==> config.mk <==
export PLATFORM = sky130hd
export DESIGN_NAME = hms_counter
export DESIGN_NICKNAME = d
export VERILOG_FILES = /design/src/rtl/hms_pkg.sv /design/src/rtl/bcd_mod_counter.sv /design/src/rtl/hms_counter.sv
export SDC_FILE = /design/constraint.sdc
export NUM_CORES = 1
export LEC_CHECK = 0
export ABC_AREA = 1
export BUFFER_PORTS_ARGS = -buffer_cell sky130_fd_sc_hd__buf_2
export CORE_ASPECT_RATIO = 0.8
export CORE_MARGIN = 1
export CORE_UTILIZATION = 40
export CTS_BUF_LIST = sky130_fd_sc_hd__clkbuf_8
export CTS_CLUSTER_DIAMETER = 30
export DETAILED_ROUTE_END_ITERATION = 8
export HOLD_SLACK_MARGIN = 0.05
export SLEW_MARGIN = 25
export SYNTH_ARGS = -nofsm -noshare
export SYNTH_HDL_FRONTEND = slang
export SYNTH_SLANG_ARGS = --single-unit
==> constraint.sdc <==
create_clock -name clock -period 3.73 [get_ports clock]
set_clock_uncertainty 0.2 [all_clocks]
set_input_delay 0 -clock clock [delete_from_list [all_inputs] [get_ports clock]]
set_output_delay 0 -clock clock [all_outputs]
set_load 0.005 [all_outputs]
==> src/rtl/hms_pkg.sv <==
// Shared definitions for the hours/minutes/seconds counter: modes, BCD limits and helpers.
package hms_pkg;

    localparam int unsigned BCD_W = 8;

    localparam logic [BCD_W-1:0] SEC_MAX_BCD = 8'h59;
    localparam logic [BCD_W-1:0] MIN_MAX_BCD = 8'h59;
    localparam logic [BCD_W-1:0] HR_MAX_BCD  = 8'h23;

    typedef enum logic [1:0] {
        MODE_RUN     = 2'b00,
        MODE_SET_HR  = 2'b01,
        MODE_SET_MIN = 2'b10,
        MODE_CLR_SEC = 2'b11
    } mode_e;

    // Binary 0..99 to two packed BCD digits.
    function automatic logic [BCD_W-1:0] to_bcd(input int unsigned v);
        return {4'(v / 10), 4'(v % 10)};
    endfunction

endpackage

==> src/rtl/bcd_mod_counter.sv <==
// Two-digit BCD counter wrapping MAX -> 00; carry flags the wrapping increment.
module bcd_mod_counter
    import hms_pkg::*;
#(
    parameter logic [BCD_W-1:0] MAX = SEC_MAX_BCD
) (
    input  logic             clock,
    input  logic             reset,
    input  logic             inc,
    input  logic             clr,
    output logic [BCD_W-1:0] value,
    output logic             carry
);

    logic [3:0]       lo;
    logic [3:0]       hi;
    logic [BCD_W-1:0] next_value;

    assign lo    = value[3:0];
    assign hi    = value[7:4];
    assign carry = inc && !clr && (value == MAX);

    // Out-of-range or non-BCD contents collapse to 00 on the next increment.
    always_comb begin
        next_value = value;
        if (clr) begin
            next_value = '0;
        end else if (inc) begin
            if (value == MAX || lo > 4'd9 || hi > 4'd9 || value > MAX) begin
                next_value = '0;
            end else if (lo == 4'd9) begin
                next_value = {hi + 4'd1, 4'd0};
            end else begin
                next_value = {hi, lo + 4'd1};
            end
        end
    end

    always_ff @(posedge clock or negedge reset) begin
        if (!reset) begin
            value <= '0;
        end else begin
            value <= next_value;
        end
    end

endmodule

==> src/rtl/hms_counter.sv <==
// Time-of-day counter: synchronised 1 Hz tick and increment button drive BCD h:m:s fields.
module hms_counter
    import hms_pkg::*;
#(
    parameter int unsigned HOURS_MAX   = 23,
    parameter int unsigned SYNC_STAGES = 2
) (
    input  logic             clock,
    input  logic             reset,
    input  logic             tick_in,
    input  logic             run,
    input  logic [1:0]       set_mode,
    input  logic             inc_btn,
    output logic [BCD_W-1:0] sec_bcd,
    output logic [BCD_W-1:0] min_bcd,
    output logic [BCD_W-1:0] hr_bcd,
    output logic             sec_pulse,
    output logic             day_wrap
);

    localparam int unsigned      TOP    = SYNC_STAGES - 1;
    localparam logic [BCD_W-1:0] HR_MAX = (HOURS_MAX == 23) ? HR_MAX_BCD : to_bcd(HOURS_MAX);

    logic [SYNC_STAGES-1:0] tick_sync;
    logic [SYNC_STAGES-1:0] btn_sync;
    logic [SYNC_STAGES-1:0] fill;
    logic                   tick_prev;
    logic                   btn_prev;
    logic                   tick_armed;
    logic                   btn_armed;
    logic                   tick_stb;
    logic                   btn_stb;

    mode_e mode;
    logic  run_mode;
    logic  sec_inc;
    logic  sec_clr;
    logic  min_inc;
    logic  hr_inc;
    logic  sec_carry;
    logic  min_carry;
    logic  hr_carry;

    // fill marks when the last stage holds a post-reset sample, so a level held
    // high through reset release never arms the edge detector.
    always_ff @(posedge clock or negedge reset) begin
        if (!reset) begin
            tick_sync  <= '0;
            btn_sync   <= '0;
            fill       <= '0;
            tick_prev  <= 1'b0;
            btn_prev   <= 1'b0;
            tick_armed <= 1'b0;
            btn_armed  <= 1'b0;
        end else begin
            tick_sync  <= {tick_sync[SYNC_STAGES-2:0], tick_in};
            btn_sync   <= {btn_sync[SYNC_STAGES-2:0], inc_btn};
            fill       <= {fill[SYNC_STAGES-2:0], 1'b1};
            tick_prev  <= tick_sync[TOP];
            btn_prev   <= btn_sync[TOP];
            tick_armed <= tick_armed | (fill[TOP] & ~tick_sync[TOP]);
            btn_armed  <= btn_armed | (fill[TOP] & ~btn_sync[TOP]);
        end
    end

    assign tick_stb = tick_armed & tick_sync[TOP] & ~tick_prev;
    assign btn_stb  = btn_armed & btn_sync[TOP] & ~btn_prev;

    // Mode arbitration: RUN consumes ticks only, SET modes consume the button only.
    assign mode     = mode_e'(set_mode);
    assign run_mode = (mode == MODE_RUN);
    assign sec_inc  = run_mode & run & tick_stb;
    assign sec_clr  = (mode == MODE_CLR_SEC);
    assign min_inc  = (run_mode & sec_carry) | ((mode == MODE_SET_MIN) & btn_stb);
    assign hr_inc   = (run_mode & min_carry) | ((mode == MODE_SET_HR) & btn_stb);

    bcd_mod_counter #(.MAX(SEC_MAX_BCD)) u_sec (
        .clock (clock),
        .reset (reset),
        .inc   (sec_inc),
        .clr   (sec_clr),
        .value (sec_bcd),
        .carry (sec_carry)
    );

    bcd_mod_counter #(.MAX(MIN_MAX_BCD)) u_min (
        .clock (clock),
        .reset (reset),
        .inc   (min_inc),
        .clr   (1'b0),
        .value (min_bcd),
        .carry (min_carry)
    );

    bcd_mod_counter #(.MAX(HR_MAX)) u_hr (
        .clock (clock),
        .reset (reset),
        .inc   (hr_inc),
        .clr   (1'b0),
        .value (hr_bcd),
        .carry (hr_carry)
    );

    always_ff @(posedge clock or negedge reset) begin
        if (!reset) begin
            sec_pulse <= 1'b0;
            day_wrap  <= 1'b0;
        end else begin
            sec_pulse <= sec_inc;
            day_wrap  <= run_mode & hr_carry;
        end
    end

endmodule

Word-level counts from Yosys, hierarchy flattened
Cells that the tools add are included.
- add/sub/neg operators: 6
- $lt $le $gt $ge: 9
- reduce and logical (&&, ||, !) cells: 22
- equal/unequal tests: 9
- multiplexer cells: 8
- bitwise logic cells: 21
- operators by type and width (cell ; number):
    2-to-1 mux 8 bit ; 8
    adder 4 x 1 -> 4 bit, second input constant ; 6
    greater-than comparator 4 bit, second input constant ; 6
    == test 8 x 7 -> 1 bit, second input constant ; 2
    greater-than comparator 8 x 7 -> 1 bit, second input constant ; 2
    AND 1 bit ; 13
    == test 4 bit, second input constant ; 3
    logical OR 1 bit ; 9
    == test 8 x 6 -> 1 bit, second input constant ; 1
    greater-than comparator 8 x 6 -> 1 bit, second input constant ; 1
    AND reduction 2 bit ; 3
    nonzero test 2 bit ; 3
    == test 2 bit, second input constant ; 2
    logical AND 1 bit ; 4
    inverter 1 bit ; 4
    OR 1 bit ; 4
    nonzero test 3 bit ; 1
    == test 2 x 1 -> 1 bit, second input constant ; 1
    logical NOT 2 bit ; 1
    logical NOT 1 bit ; 1
- register bits after elaboration: 36
- output and inout port bits: 26

Longest topological paths before layout
Gate-level depths: netlist of the first run.
- word-level depth: 12
- mapped depth: 11
- mapped depth without buffers: 11

Modules after synthesis
From an unflattened synthesis of the first run, not the netlist that was laid out.
- cells, all modules: 243
- area, all modules: 2015.7 µm²
- modules (own cells, without submodules) (module ; cells an instance ; area an instance (µm²) ; instances ; seq. area each (µm²)):
    bcd_mod_counter (u_min ...) ; 70 ; 554.3 ; 2 ; 200.2
    bcd_mod_counter (u_hr) ; 67 ; 499.2 ; 1 ; 200.2
    hms_counter ; 36 ; 407.9 ; 1 ; 300.3

Worst setup path after synthesis of the first run
Ideal clock, no wire load.
- path type: register to register
- start: reg u_sec.value[5]
- end: reg u_hr.value[2]
- required time: 3.404 ns
- path buffers: 1
- period minus slack after synthesis: 1.650 ns
- setup slack: 2.080 ns
- arrival: 1.324 ns
- stages on the path, launching flop included: 11
- cells stage by stage: dfrtp_1 > inv_1 > ha_1 > nand3_1 > nor2_2 > nand2_2 > nand2_4 > nand2_4 > nand2_4 > buf_8 > o21ai_0
- longest elaborated chain between the ends: 7
- ends and longest elaborated chain (item ; line ; text):
    start: declaration ; bcd_mod_counter.sv:11 ; output logic [BCD_W-1:0] value,
    start signal: assignment ; bcd_mod_counter.sv:43 ; value <= next_value;
    == test 8 x 7 -> 1 bit ; bcd_mod_counter.sv:21 ; assign carry = inc && !clr && (value == MAX);
    logical AND 1 bit ; bcd_mod_counter.sv:21 ;
    AND 1 bit ; hms_counter.sv:74 ; assign min_inc = (run_mode & sec_carry) | ((mode == MODE_SET_MIN) & btn_stb);
    OR 1 bit ; hms_counter.sv:74 ;
    logical AND 1 bit ; bcd_mod_counter.sv:21 ;
    AND 1 bit ; hms_counter.sv:75 ; assign hr_inc = (run_mode & min_carry) | ((mode == MODE_SET_HR) & btn_stb);
    OR 1 bit ; hms_counter.sv:75 ;
    end signal: assignment ; bcd_mod_counter.sv:43 ;
    end: declaration ; bcd_mod_counter.sv:11 ;
Every way passes these cells.
A chain may end at the register's enable or synchronous reset.

Final worst setup path of the first run
- start: in set_mode[0]
- end: reg u_hr.value[5]
- longest elaborated chain between the ends: 11
- elaborated cells on any way between the ends: 17
- ends and longest elaborated chain (item ; line ; text):
    start: declaration ; hms_counter.sv:12 ; input logic [1:0] set_mode,
    logical NOT 2 bit ; hms_counter.sv:71 ; assign run_mode = (mode == MODE_RUN);
    AND 1 bit (2 in series) ; hms_counter.sv:72 ; assign sec_inc = run_mode & run & tick_stb;
    net sec_inc ; hms_counter.sv:36 ; logic sec_inc;
    logical AND 1 bit (2 in series) ; bcd_mod_counter.sv:21 ;
    AND 1 bit ; hms_counter.sv:74 ;
    OR 1 bit ; hms_counter.sv:74 ;
    logical AND 1 bit ; bcd_mod_counter.sv:21 ;
    AND 1 bit ; hms_counter.sv:75 ;
    OR 1 bit ; hms_counter.sv:75 ;
    AND reduction 2 bit (no source line) ; n/a ;
The timed path passes the listed nets, and every way through them passes these cells.

==> flow_summary_export.csv, run 1 <==
group,metric,value,unit
synthesis,synth_ff_type,"dfrtp_1",
clock_network,clk_latency,0.28,ns
finish,final_nets,287,
synthesis,synthDistinctLibCells,26,
timing,slew_violations,0,
timing,maxSlewHeadroom,47.2,%
synthesis,synth_top_area_share,48.1,%
synthesis,syn_avg_cell_area,8.32,sq um
synthesis,synth_seq_cells,36,
timing,final_hold_viol_count,0,
die,die_y,63.2,microns
setup_path,cp-end-kind,"flop",
detailed_routing,ant_nets,0,
detailed_routing,drc_errors,0,
finish,layout-drive-gt1-share,21.0,%
finish,final_cell_area,2300,sq um
grt,grt_pass1_vias,1473,
placed_design,portBuffers,32,
setup_path,required,3.71,ns
detailed_routing,num_vias,1516,
placed_design,postPlaceCellArea,2090,sq um
clock_network,cts_buffers,5,
finish,area_growth_syn_to_layout,22.6,%
placed_design,place_congestion,0.785,
synthesis,syn_area,1870,sq um
detailed_routing,drt_wl_total,3510,microns
timing,fmax,0.458,GHz
setup_path,startpoint_type,"input pin",
run_status,status,"finished clean",
timing,rsz0062_at_grt,"no",
clock_network,clockBufferDepth,2,
timing,finalSetupTns,0,ns
detailed_routing,drtIter0Drc,86,
power_and_ir_drop,ir_drop,0.000439,V
power_and_ir_drop,power_density,559,nW/um^2
detailed_routing,avgRoutedWirePerCell,10.7,microns
timing,worst_pin_slew,0.792,ns
timing,timing.final.crit_share,58.6,%
timing,fin_ws,1.54,ns
grt,antenna_found_initial,0,
timing,period_needed,2.19,ns
clock_network,cts.repair.resized,0,
timing,setup-violations-final,0,
setup_path,cp.arrival,2.17,ns
synthesis,synthTopCellsByCount,"nand2_1, inv_1, dfrtp_1, nor2_1, nand3_1",
setup_path,path_class,"in -> reg",
synthesis,netlist_instances,225,
die,core-area,4340,sq um
die,die-area,4960,sq um
grt,grt_pass1_wl,6510,microns
job,maxCapViolCount,0,
clock_network,cts_tree,"built",
die,ios,33,
detailed_routing,dr.pass1.iters,4,
synthesis,synthTopCellsByArea,"dfrtp_1, nand2_1, inv_1",
timing,holdWs,0.135,ns
die,start_util,43.2,%
placed_design,hpwl,2550,microns
synthesis,synth_fp_nets,241,
synthesis,synthArstFlopShare,100,%
finish,n_antenna_cell,0,
clock_network,clkTransAtPathRegs,0.08,ns
setup_path,critical_path.max_fanout,13,
grt,grt_start_max_net_pins,37,
grt,grt_usage,16.7,%
power_and_ir_drop,leakage,1.26,nW
synthesis,ys_warn_count,0,
grt,overflow,0,
power_and_ir_drop,power.total,1.28,mW
synthesis,yosysSeqAreaShare,48.1,%
clock_network,h-tree-depth,2,
synthesis,yosysMostFrequentCell,"nand2_1",
detailed_routing,via_per_inst,4.61,
clock_network,clockRootBuffer,"clkbuf_8",
die,fp-row-count,21,
clock_network,clkSinkCount,36,
synthesis,synth_top_area_cell,"dfrtp_1",
die,fp.dieW,78.5,microns
placed_design,dp_slack,1.94,ns
synthesis,synth_edf_count,0,
worst_hold_path,hp-class,"in -> async",
worst max-delay path, cell delays in order:
cell and delay [ns]:
dlygate4sd3_1 0.53, buf_2 0.16, nor2_4 0.11, nand2_2 0.07, dlygate4sd3_1 0.58, nor2_2 0.13, nand2_2 0.08, nand2_4 0.11
nand2_4 0.07, nand2_4 0.12, nand2_1 0.09, nand2_1 0.06, nand2_1 0.05
routing by layer:
| metal | global-route usage (%) | wire length, microns | vias to the layer above |
|---|---|---|---|
| met3 | 4.06 | 132 | 6 |
| met2 | 25.9 | 1530 | 33 |
| met5 | 0 | 0 | - |
| met4 | 4.86 | 51 | 0 |
| li1 | - | - | 796 |
| met1 | 22.9 | 1790 | 681 |
flip-flops by register name, summed over array words and instances, names as in the netlist, 2 cells and up:
name,count
u_hr.value,8
u_min.value,8
u_sec.value,8
btn_sync,2
fill,2
tick_sync,2
cell type report:
cell class,count,area (sq um)
tap,57,71.3
clock buffer,7,96.3
multi-input combinational,149,811
sequential,36,901
inverter,39,146
timing repair buffer,40,240
clock inverter,1,30.0
fill,429,2040
per-stage QoR:
step                std cells  util, %
finish                    329     53.0
detailed placement        313     48.2
floorplan                 225        -
global placement          313     48.2
CTS                       329     53.0
global route              329     53.0
repair_timing:
action,4_1_cts,5_1_grt
setup buffers,0,0
endpoints found under the hold margin,45,0
hold buffers,8,0
power breakdown:
group | switching [mW] | total, mW | internal [mW]
clock network | 0.138 | 0.374 | 0.236
registers | 0.0868 | 0.553 | 0.466
logic | 0.208 | 0.356 | 0.148
total | 0.433 | 1.28 | 0.850
logic make-up after synthesis:
| family | after synthesis | synth area share [%] |
|---|---|---|
| other cells | 1 | 0.200 |
| flops | 36 | 48.1 |
| fa+ha+maj | 9 | 6.01 |
| compound gates | 26 | 8.28 |
| simple gates | 110 | 27.4 |
| xor+xnor | 3 | 1.40 |
| buf+inv | 40 | 8.62 |
final timing paths:
kind                       slack (ns)  cells after the start            end           start
setup / recovery                 1.54                     13  u_hr.value[5]     set_mode[0]
hold / removal                   0.14                      2  u_hr.value[7]           reset
setup reg to reg                 1.93                     11  u_hr.value[5]  u_sec.value[5]
hold reg to reg                  0.15                      0        fill[1]         fill[0]
max in group asynchronous        2.68                      2   tick_sync[0]           reset
min in group clock               0.15                      0        fill[1]         fill[0]
cell usage in the layout (no fill, tap or decap), drive strengths merged, types with 2 or more instances in the layout:
| cell | instances |
|---|---|
| a21boi | 2 |
| a21oi | 3 |
| a31oi | 2 |
| and2 | 2 |
| buf | 32 |
| clkbuf | 7 |
| dfrtp | 36 |
| dlygate4sd3 | 8 |
| ha | 9 |
| inv | 39 |
| nand2 | 57 |
| nand3 | 17 |
| nand4 | 5 |
| nor2 | 28 |
| o21ai | 16 |
| o21bai | 2 |
| xor2 | 3 |
Power figures use the tool's default switching activity.
==> run 2, diff against run 1 <==
==> constraint.sdc (replaced) <==
create_clock -name clock -period 1.9 [get_ports clock]
set_clock_uncertainty 0.2 [all_clocks]
set_input_delay 0 -clock clock [delete_from_list [all_inputs] [get_ports clock]]
set_output_delay 0 -clock clock [all_outputs]
set_load 0.005 [all_outputs]
==> flow_summary_export.csv, run 2 (synthesized netlist as in run 1, its figures left out) <==
group,metric,value,unit
run_status,status,"finished clean",
setup_path,required,1.89,ns
clock_network,cts_setup_buffers,0,
power_and_ir_drop,leakage,1.28,nW
grt,grt_pass1_vias,1464,
die,die-area,4960,sq um
power_and_ir_drop,ir_drop,0.000676,V
die,ios,33,
detailed_routing,avgRoutedWirePerCell,11.3,microns
timing,holdWs,0.119,ns
timing,setup-violations-final,0,
setup_path,critical_path.max_fanout,13,
detailed_routing,via_per_inst,4.66,
timing,timing.final.crit_share,92.9,%
timing,fmax,0.567,GHz
timing,maxSlewHeadroom,47.0,%
setup_path,crit_family,"simple AND/OR/NAND/NOR gates",
placed_design,hpwl,2620,microns
detailed_routing,dr.pass1.iters,4,
setup_path,crit_chain,"inv_2 -> ha_1 -> nand3_1 -> nor2_2 -> nand2_2 -> nand2_4 -> nand2_4 -> nand2_8 -> nand2_1 -> nand2_1 -> nand2_1",
timing,worst_pin_slew,0.796,ns
detailed_routing,drtIter0Drc,77,
clock_network,cts_buffers,5,
setup_path,path_class,"reg -> reg",
finish,instances_no_fill,330,
clock_network,clkSinkCount,36,
setup_path,startpoint_type,"flop",
die,fp.dieW,78.5,microns
clock_network,clkTransAtPathRegs,0.08,ns
die,die_y,63.2,microns
setup_path,cp.arrival,1.75,ns
job,maxCapViolCount,0,
clock_network,h-tree-depth,2,
timing,finalSetupTns,0,ns
placed_design,postPlaceCellArea,2100,sq um
grt,grt_pass1_wl,6520,microns
timing,slew_violations,0,
finish,area_growth_syn_to_layout,25.5,%
finish,largestRegisters,"u_hr.value x8, u_min.value x8, u_sec.value x8",
setup_path,cp_slowest_cell,"dfrtp_1",
finish,layout_commonest_cell,"nand2_1",
grt,grt_start_max_net_pins,37,
detailed_routing,num_vias,1538,
setup_path,worst_path_most_repeated_cell,"nand2_1",
power_and_ir_drop,power.total,2.78,mW
detailed_routing,ant_nets,0,
finish,n_antenna_cell,0,
setup_path,cp-end-kind,"flop",
clock_network,clockBufferDepth,2,
finish,final_cell_area,2350,sq um
clock_network,clk_latency,0.29,ns
die,fp-row-count,21,
clock_network,clockRootBuffer,"clkbuf_8",
placed_design,portBuffers,32,
finish,layout_common_cells,"nand2_1, inv_1, dfrtp_1",
setup_path,cp.buffers_inverters,1,
setup_path,max_stage_delay,0.41,ns
detailed_routing,drt_wl_total,3730,microns
die,core-area,4340,sq um
grt,antenna_found_initial,0,
timing,rsz0062_at_grt,"no",
detailed_routing,drc_errors,0,
grt,grt_usage,17.2,%
timing,final_hold_viol_count,0,
finish,layout-drive-gt1-share,22.7,%
power_and_ir_drop,power_density,1180,nW/um^2
placed_design,placed_cells,315,
worst_hold_path,hp-class,"in -> async",
placed_design,place_congestion,0.780,
grt,overflow,0,
finish,final_nets,288,
timing,period_needed,1.76,ns
die,start_util,43.2,%
clock_network,cts_tree,"built",
[run 2: where the power goes]
part	internal, mW	switching, mW
logic	0.308	0.431
registers	0.915	0.175
clock network	0.657	0.290
[run 2: final cells by class]
type	instances	area (sq um)
Clock buffer	5	68.8
Tap cell	57	71.3
Fill cell	433	1990
Inverter	39	146
Multi-Input combinational cell	149	827
Timing Repair Buffer	41	245
Clock inverter	3	90.1
Sequential cell	36	901
[run 2: metrics by stage]
step | util [%] | worst slack (ns)
5_1_grt | 54.2 | 0.0175
3_3_place_gp | 48.5 | 0.153
2_1_floorplan | - | 0.250
3_5_place_dp | 48.5 | 0.0921
4_1_cts | 53.8 | 0.0774
6_report | 54.2 | 0.135
[run 2: repair_timing]
item / 4_1_cts / 5_1_grt
setup endpoints to repair: 0 / 14
hold endpoints to repair: 45 / 0
resized for setup: 0 / 5
hold buffers: 7 / 0
[run 2: path summary, 6_finish.rpt]
kind / start / endpoint / slack [ns] / cells past startpoint
worst max-delay path: u_sec.value[5] / u_hr.value[4] / 0.14 / 11
worst min-delay path: reset / u_sec.value[2] / 0.12 / 2
worst max register to register: u_sec.value[5] / u_hr.value[4] / 0.14 / 11
worst min register to register: fill[0] / fill[1] / 0.15 / 0
max in group asynchronous: reset / tick_sync[1] / 0.86 / 2
min in group clock: inc_btn / btn_sync[0] / 0.15 / 2
[run 2: worst reg2reg max path, cell delays in order (launching register included)]
cell	delay [ns]
dfrtp_1	0.41
inv_2	0.09
ha_1	0.14
nand3_1	0.14
nor2_2	0.14
nand2_2	0.06
nand2_4	0.12
nand2_4	0.09
nand2_8	0.10
nand2_1	0.08
nand2_1	0.06
nand2_1	0.05
[run 2: per-layer routing]
| layer | vias to the layer above | share of wire [%] | global-route usage, % |
|---|---|---|---|
| li1 | 794 | - | - |
| met5 | - | 0 | 0 |
| met1 | 702 | 49 | 22.2 |
| met3 | 7 | 4.7 | 4.20 |
| met2 | 35 | 45 | 27.3 |
| met4 | 0 | 1.7 | 7.64 |
